### src/rtl/mem_arbiter_pkg.sv
// Shared types and constants for the IFU/LSU memory-port arbiter.
// Build option ARB_ROUND_ROBIN_EN selects round-robin tie-breaking in the arbiter.
package mem_arbiter_pkg;

  localparam int MEM_ADDR_BUS = 32;
  localparam int MEM_MASK_BUS = 8;
  localparam int REG_DATA_BUS = 32;

  localparam logic [MEM_ADDR_BUS-1:0] ZERO_ADDR = '0;
  localparam logic [REG_DATA_BUS-1:0] ZERO_WORD = '0;
  localparam logic [MEM_MASK_BUS-1:0] ZERO_MASK = '0;

  typedef enum logic [1:0] {
    ARB_IDLE = 2'd0,
    ARB_REQ  = 2'd1,
    ARB_RESP = 2'd2
  } arb_state_e;

  typedef enum logic {
    ARB_OWNER_IFU = 1'b0,
    ARB_OWNER_LSU = 1'b1
  } arb_owner_e;

  // Timeout counter saturates at all-ones instead of wrapping.
  function automatic logic [7:0] sat_inc(input logic [7:0] value);
    return (value == 8'hFF) ? value : value + 8'd1;
  endfunction

endpackage

### src/rtl/mem_arbiter_pick.sv
// Combinational winner selection between IFU and LSU requests.
// With ARB_ROUND_ROBIN_EN a tie goes to the requester that did not own the port last.
module arb_pick
  import mem_arbiter_pkg::*;
(
  input  logic       ifu_req,
  input  logic       lsu_req,
`ifdef ARB_ROUND_ROBIN_EN
  input  arb_owner_e last_owner,
`endif
  output logic       any_req,
  output arb_owner_e winner
);

  always_comb begin
    any_req = ifu_req | lsu_req;
    winner  = ARB_OWNER_IFU;
    if (ifu_req && lsu_req) begin
`ifdef ARB_ROUND_ROBIN_EN
      winner = (last_owner == ARB_OWNER_LSU) ? ARB_OWNER_IFU : ARB_OWNER_LSU;
`else
      winner = ARB_OWNER_LSU;
`endif
    end else if (lsu_req) begin
      winner = ARB_OWNER_LSU;
    end
  end

endmodule

### src/rtl/mem_arbiter.sv
// Shares the single memory port between IFU and LSU, one outstanding transaction at a time.
// Build option ARB_ROUND_ROBIN_EN enables round-robin tie-breaking (default: LSU over IFU).
module mem_arbiter
  import mem_arbiter_pkg::*;
#(
  parameter int RESP_TIMEOUT = 255
) (
  input  logic                    clk,
  input  logic                    rst,
  input  logic                    ifu_req_i,
  input  logic [MEM_ADDR_BUS-1:0] ifu_addr_i,
  output logic                    ifu_gnt_o,
  output logic                    ifu_rvalid_o,
  output logic [REG_DATA_BUS-1:0] ifu_rdata_o,
  input  logic                    lsu_req_i,
  input  logic                    lsu_we_i,
  input  logic [MEM_ADDR_BUS-1:0] lsu_addr_i,
  input  logic [REG_DATA_BUS-1:0] lsu_wdata_i,
  input  logic [MEM_MASK_BUS-1:0] lsu_wmask_i,
  output logic                    lsu_gnt_o,
  output logic                    lsu_rvalid_o,
  output logic [REG_DATA_BUS-1:0] lsu_rdata_o,
  output logic                    mem_valid_o,
  input  logic                    mem_ready_i,
  output logic                    mem_we_o,
  output logic [MEM_ADDR_BUS-1:0] mem_addr_o,
  output logic [REG_DATA_BUS-1:0] mem_wdata_o,
  output logic [MEM_MASK_BUS-1:0] mem_wmask_o,
  input  logic                    mem_rvalid_i,
  input  logic [REG_DATA_BUS-1:0] mem_rdata_i,
  output logic                    busy_o,
  output logic                    err_o
);

  localparam logic [7:0] TMO_LIMIT = 8'(RESP_TIMEOUT);

  arb_state_e              state, next_state;
  arb_owner_e              owner, winner;
  logic                    any_req;
  logic                    lat_we;
  logic [MEM_ADDR_BUS-1:0] lat_addr;
  logic [REG_DATA_BUS-1:0] lat_wdata;
  logic [MEM_MASK_BUS-1:0] lat_wmask;
  logic [7:0]              tmo_cnt, tmo_next;
  logic                    accept, resp_hit, tmo_hit;
  logic [REG_DATA_BUS-1:0] resp_data;
  logic                    ifu_rvalid_q, lsu_rvalid_q, err_q;
  logic [REG_DATA_BUS-1:0] ifu_rdata_q, lsu_rdata_q;

`ifdef ARB_ROUND_ROBIN_EN
  arb_owner_e last_owner;

  arb_pick u_pick (
    .ifu_req    (ifu_req_i),
    .lsu_req    (lsu_req_i),
    .last_owner (last_owner),
    .any_req    (any_req),
    .winner     (winner)
  );

  always_ff @(posedge clk or negedge rst) begin
    if (!rst)        last_owner <= ARB_OWNER_IFU;
    else if (accept) last_owner <= owner;
  end
`else
  arb_pick u_pick (
    .ifu_req (ifu_req_i),
    .lsu_req (lsu_req_i),
    .any_req (any_req),
    .winner  (winner)
  );
`endif

  assign accept    = (state == ARB_REQ) && mem_ready_i;
  assign resp_hit  = (state == ARB_RESP) && mem_rvalid_i;
  assign tmo_next  = sat_inc(tmo_cnt);
  assign tmo_hit   = (state == ARB_RESP) && !mem_rvalid_i && (tmo_next == TMO_LIMIT);
  assign resp_data = resp_hit ? mem_rdata_i : ZERO_WORD;

  always_ff @(posedge clk or negedge rst) begin
    if (!rst) state <= ARB_IDLE;
    else      state <= next_state;
  end

  always_comb begin
    next_state = state;
    case (state)
      ARB_IDLE: if (any_req) next_state = ARB_REQ;
      ARB_REQ:  if (mem_ready_i) next_state = ARB_RESP;
      ARB_RESP: if (resp_hit || tmo_hit) next_state = ARB_IDLE;
      default:  next_state = ARB_IDLE;
    endcase
  end

  // IFU transactions are latched as plain reads regardless of LSU-side inputs.
  always_ff @(posedge clk or negedge rst) begin
    if (!rst) begin
      owner        <= ARB_OWNER_IFU;
      lat_we       <= 1'b0;
      lat_addr     <= ZERO_ADDR;
      lat_wdata    <= ZERO_WORD;
      lat_wmask    <= ZERO_MASK;
      tmo_cnt      <= 8'd0;
      ifu_rvalid_q <= 1'b0;
      lsu_rvalid_q <= 1'b0;
      err_q        <= 1'b0;
      ifu_rdata_q  <= ZERO_WORD;
      lsu_rdata_q  <= ZERO_WORD;
    end else begin
      ifu_rvalid_q <= 1'b0;
      lsu_rvalid_q <= 1'b0;
      err_q        <= 1'b0;
      if ((state == ARB_IDLE) && any_req) begin
        owner <= winner;
        if (winner == ARB_OWNER_LSU) begin
          lat_we    <= lsu_we_i;
          lat_addr  <= lsu_addr_i;
          lat_wdata <= lsu_wdata_i;
          lat_wmask <= lsu_wmask_i;
        end else begin
          lat_we    <= 1'b0;
          lat_addr  <= ifu_addr_i;
          lat_wdata <= ZERO_WORD;
          lat_wmask <= ZERO_MASK;
        end
      end
      if (accept)
        tmo_cnt <= 8'd0;
      else if ((state == ARB_RESP) && !mem_rvalid_i)
        tmo_cnt <= tmo_next;
      if (resp_hit || tmo_hit) begin
        err_q <= tmo_hit;
        if (owner == ARB_OWNER_LSU) begin
          lsu_rvalid_q <= 1'b1;
          lsu_rdata_q  <= resp_data;
        end else begin
          ifu_rvalid_q <= 1'b1;
          ifu_rdata_q  <= resp_data;
        end
      end
    end
  end

  assign ifu_gnt_o    = accept && (owner == ARB_OWNER_IFU);
  assign lsu_gnt_o    = accept && (owner == ARB_OWNER_LSU);
  assign mem_valid_o  = (state == ARB_REQ);
  assign mem_we_o     = lat_we;
  assign mem_addr_o   = lat_addr;
  assign mem_wdata_o  = lat_wdata;
  assign mem_wmask_o  = lat_wmask;
  assign busy_o       = (state != ARB_IDLE);
  assign err_o        = err_q;
  assign ifu_rvalid_o = ifu_rvalid_q;
  assign ifu_rdata_o  = ifu_rdata_q;
  assign lsu_rvalid_o = lsu_rvalid_q;
  assign lsu_rdata_o  = lsu_rdata_q;

endmodule

### config.mk
export PLATFORM = sky130hd
export DESIGN_NAME = mem_arbiter
export DESIGN_NICKNAME = d
export VERILOG_FILES = /design/src/rtl/mem_arbiter_pkg.sv /design/src/rtl/mem_arbiter_pick.sv /design/src/rtl/mem_arbiter.sv
export SDC_FILE = /design/constraint.sdc
export NUM_CORES = 1
export LEC_CHECK = 0
export ABC_AREA = 1
export CAP_MARGIN = 20
export CORE_UTILIZATION = 43
export DETAILED_ROUTE_END_ITERATION = 8
export PLACE_DENSITY = 0.92
export SLEW_MARGIN = 20
export SYNTH_ARGS = -nofsm -noshare
export SYNTH_HDL_FRONTEND = slang
export SYNTH_SLANG_ARGS = --single-unit
export TNS_END_PERCENT = 5
### constraint.sdc
create_clock -name clk -period 2.5 [get_ports clk]
set_input_delay 0.5 -clock clk [delete_from_list [all_inputs] [get_ports clk]]
set_output_delay 0.5 -clock clk [all_outputs]
set_load 0.005 [all_outputs]
==> key figures <==
STA
  • Fin. Hold Viols: 0
  • Crit path time final: 2.35 ns
  • Fin Clk Skew: roughly 0.009 ns
  • Peak Freq: 0.426 GHz
  • Max-slew violation count: 0
  • Hold_ws: 0.0426 ns
  • Tcrit/Tclk final: a little over nine tenths
  • Finish-stage setup viols: 0
  • Slew Limit Headroom: a little over three fifths
  • Final worst setup slack: between 0.15 and 0.2 ns
  • Worst slew pin tran: around 0.55 ns
  • Unrepaired setup endpoints after global routing: no
  • Fin Setup TNS: 0 ns

Power
  • Power Density: ~1200 mW/mm^2
  • Leak: 5.17 nW
  • Cell-internal power: ~8.0 mW
  • Logic gate share of total power: 40.7%
  • Clock group share of total power: roughly a quarter
  • Switch share: around 33%
  • Total power: ~12 mW
  • Switching Power: 3.93 mW
  • Sequential Power Share: 35.1%
  • Peak supply drop: ~750 uV

Cells and area
  • Syn-to-layout area delta: 56.2%
  • Antenna cell count: 0
  • Finished Cell Area: about 0.01 sq mm
  • Share of cells above drive strength 1: under 10%
  • Utilization after layout: a little over two thirds
  • Non-filler cells, final: about 1,300
  • NumNets Final: roughly 1,300

Setup path
  • CP required: 2.00 ns
  • Largest stage delay, worst path: approximately 0.50 ns
  • CP Launch Type: flop
  • Cell family with most CP delay: buffers and inverters
  • Slowest-stage cell, CP: clkdlybuf4s50_1
  • WP buf/inv: 2
  • Most Frequent Cell on Critical Path: nor2_1
  • CP max FO: 6
  • CP Capture Type: primary output
  • Crit-path cells: inv_1 -> nor2_1 -> nand2_1 -> nor2_1 -> clkdlybuf4s50_1
  • Critical path type: reg2out
  • Critical Path AT: 1.85 ns

Floorplanning
  • Starting density of the core: between 40 and 50%
  • I/O pin count: ~290
  • Row count: 44
  • Core ar.: 0.0148 sq mm
  • Die height: 126 microns
  • DIE WIDTH: around 130 microns
  • Die area: roughly 0.016 sq mm

Global routing
  • Global Route Usage Sum: around a quarter
  • Met2 Use GR: between 40% and 50%
  • Met1 GRT Util: 28.2%
  • Pin count of the biggest net entering global routing: 70
  • First-pass GRT wire length: between 30 and 40 mm
  • Vias in the first global route: 6,445
  • Gr ovfl total: 0
  • Initial antenna violation count: 0
  • Busiest grt layer: met2
  • Global-route met3 utilization: roughly 7.6%

Route
  • First-pass DRT Iterations: 8
  • Routed wire per std cell: approximately 15 microns
  • Total number of vias: around 6,500
  • Iter 0 DRT Violations: roughly 370
  • Routed wire length: about 20 mm
  • Remaining antenna violation count after routing: 0
  • Avg Vias per Cell: 4.98
  • DRC errors left: 0

Clock network
  • Clock transition at the registers of the reported paths: ~0.06 ns
  • Skew-Pair Late Insertion Delay: about 0.42 ns
  • CTS Buffer Depth: 2
  • CTS Sinks: 151
  • # resized after CTS: 0
  • Hold_buf cts: 0
  • TritonCTS clock tree: yes
  • CTS root buf: clkbuf_16
  • Inserted Clock Buffers: 17
  • H-tree lvl count: 4
  • # Post-CTS Setup Buffers: 0

Placed design
  • Placed cell area: between 0.009 and 0.01 sq mm
  • GPL Wtd Cong: ~0.86
  • Dpl hpwl: approximately 15 mm
  • Worst setup slack after placement: between 0.2 and 0.25 ns
  • # port buffers: about 290
  • Placed cell count: 1,273

Synthesis
  • Synth warn: 0
  • Count leader, synth: nand2_1
  • Syn avg cell area: 7.93 sq um
  • Share of the synthesized area in the top cell type: between 50% and 60%
  • Register area share after synthesis: 57.3%
  • Async SR Flop Fraction: 100%
  • EDFF count, synth: 0
  • Syn nets: slightly below 1,000
  • Dominant cell type by area after synthesis: dfrtp_1
  • Cell Area, Synth: 0.00660 sq mm
  • Post-synthesis cell type count: 19
  • Yosys reg bits: between 150 and 200
  • Synth Instances: ~830
  • Main synth FF type: dfrtp_1
  • Post-synth top cells: 372 x nand2_1, 151 x dfrtp_1, 79 x inv_1, 75 x o21ai_0, 55 x nand3_1
  • Area contributors post-synth: dfrtp_1 57%, nand2_1 21%, o21ai_0 5.7%

Outcome
  • Outcome: complete, no violations

Run
  • Max Cap Violations: 0

Worst hold path
  • Hold Path Class: in2async
[layer usage]
metal | share of wire [%] | vias to the layer above
li1 | - | 3088
met1 | 37 | 3048
met2 | 50 | 293
met3 | 7.7 | 68
met4 | 5.2 | 0
met5 | 0 | -
[cell families (layout without fill, tap and decap cells)]
| group | after synthesis | after routing | share of synthesized area [%] |
|---|---|---|---|
| AND/OR/NAND/NOR | 479 | 479 | 28.9 |
| flip-flops | 151 | 151 | 57.3 |
| buffers and inverters | 124 | 413 | 7.79 |
| AO/OA/AOI/OAI | 77 | 77 | 5.88 |
| adder cells (fa/ha/maj) | 1 | 1 | 0.190 |
[state kept, by name, indices dropped and copies added, names as in the netlist, 2 cells and up]
name	flops
mem_wdata_o	32
mem_wmask_o	8
state	2
ifu_rdata_o	32
tmo_cnt	8
lsu_rdata_o	32
mem_addr_o	32
[placed cells by master, fill, tap and decap left out, types with 2 or more instances in the layout]
cell / netlist / final
nand2_2: 2 / 2
nand3_1: 55 / 55
dfrtp_1: 151 / 151
clkdlybuf4s50_1: 0 / 284
clkbuf_8: 0 / 2
bufinv_16: 0 / 5
clkinv_4: 0 / 2
o21ai_0: 75 / 75
buf_4: 0 / 12
nand2_4: 2 / 2
inv_6: 0 / 4
clkbuf_16: 0 / 17
nor2_4: 2 / 3
nand2_1: 372 / 372
nor2_1: 45 / 44
buf_12: 0 / 3
inv_1: 79 / 79
[worst paths after layout]
path	from	end	slack, ns	cells after the start
max in group asynchronous	rst	mem_wdata_o[29]	1.84	2
setup reg to reg	tmo_cnt[1]	ifu_rdata_o[8]	0.31	12
hold / removal	rst	ifu_rdata_o[28]	0.04	1
setup / recovery	state[0]	lsu_gnt_o	0.15	5
hold reg to reg	mem_wdata_o[19]	mem_wdata_o[19]	0.47	2
min in group clk	mem_wdata_o[19]	mem_wdata_o[19]	0.47	2
[power groups by stage]
stage,clock [mW],combinational [mW],sequential [mW]
after floorplan,0,1.67,4.23
after detailed placement,0,4.88,4.21
final,2.88,4.87,4.19
after global routing,3.03,5.32,4.33
after CTS,2.92,4.92,4.19
after global placement,0,4.71,4.15
[worst reg2reg max path, cell delays in order (launching register included)]
cell and delay [ns]:
dfrtp_1 0.41, ha_1 0.27, nand2_1 0.12, nor2_4 0.13, nand2_2 0.12, o21ai_0 0.16
nand2_1 0.09, nor2_1 0.09, nand2_1 0.09, nand2_2 0.11, nand2_4 0.23, nand2_1 0.16
nand2_1 0.08
[layout make-up]
cell class                 count  area (sq um)
tap                          184           230
inverter                      81           304
fill                        1053          4450
multi-input combinational    557          2320
timing repair buffer         300          3000
clock buffer                  19           453
sequential                   151          3780
clock inverter                13           215
Note: power is estimated with default switching activity, not from simulation.
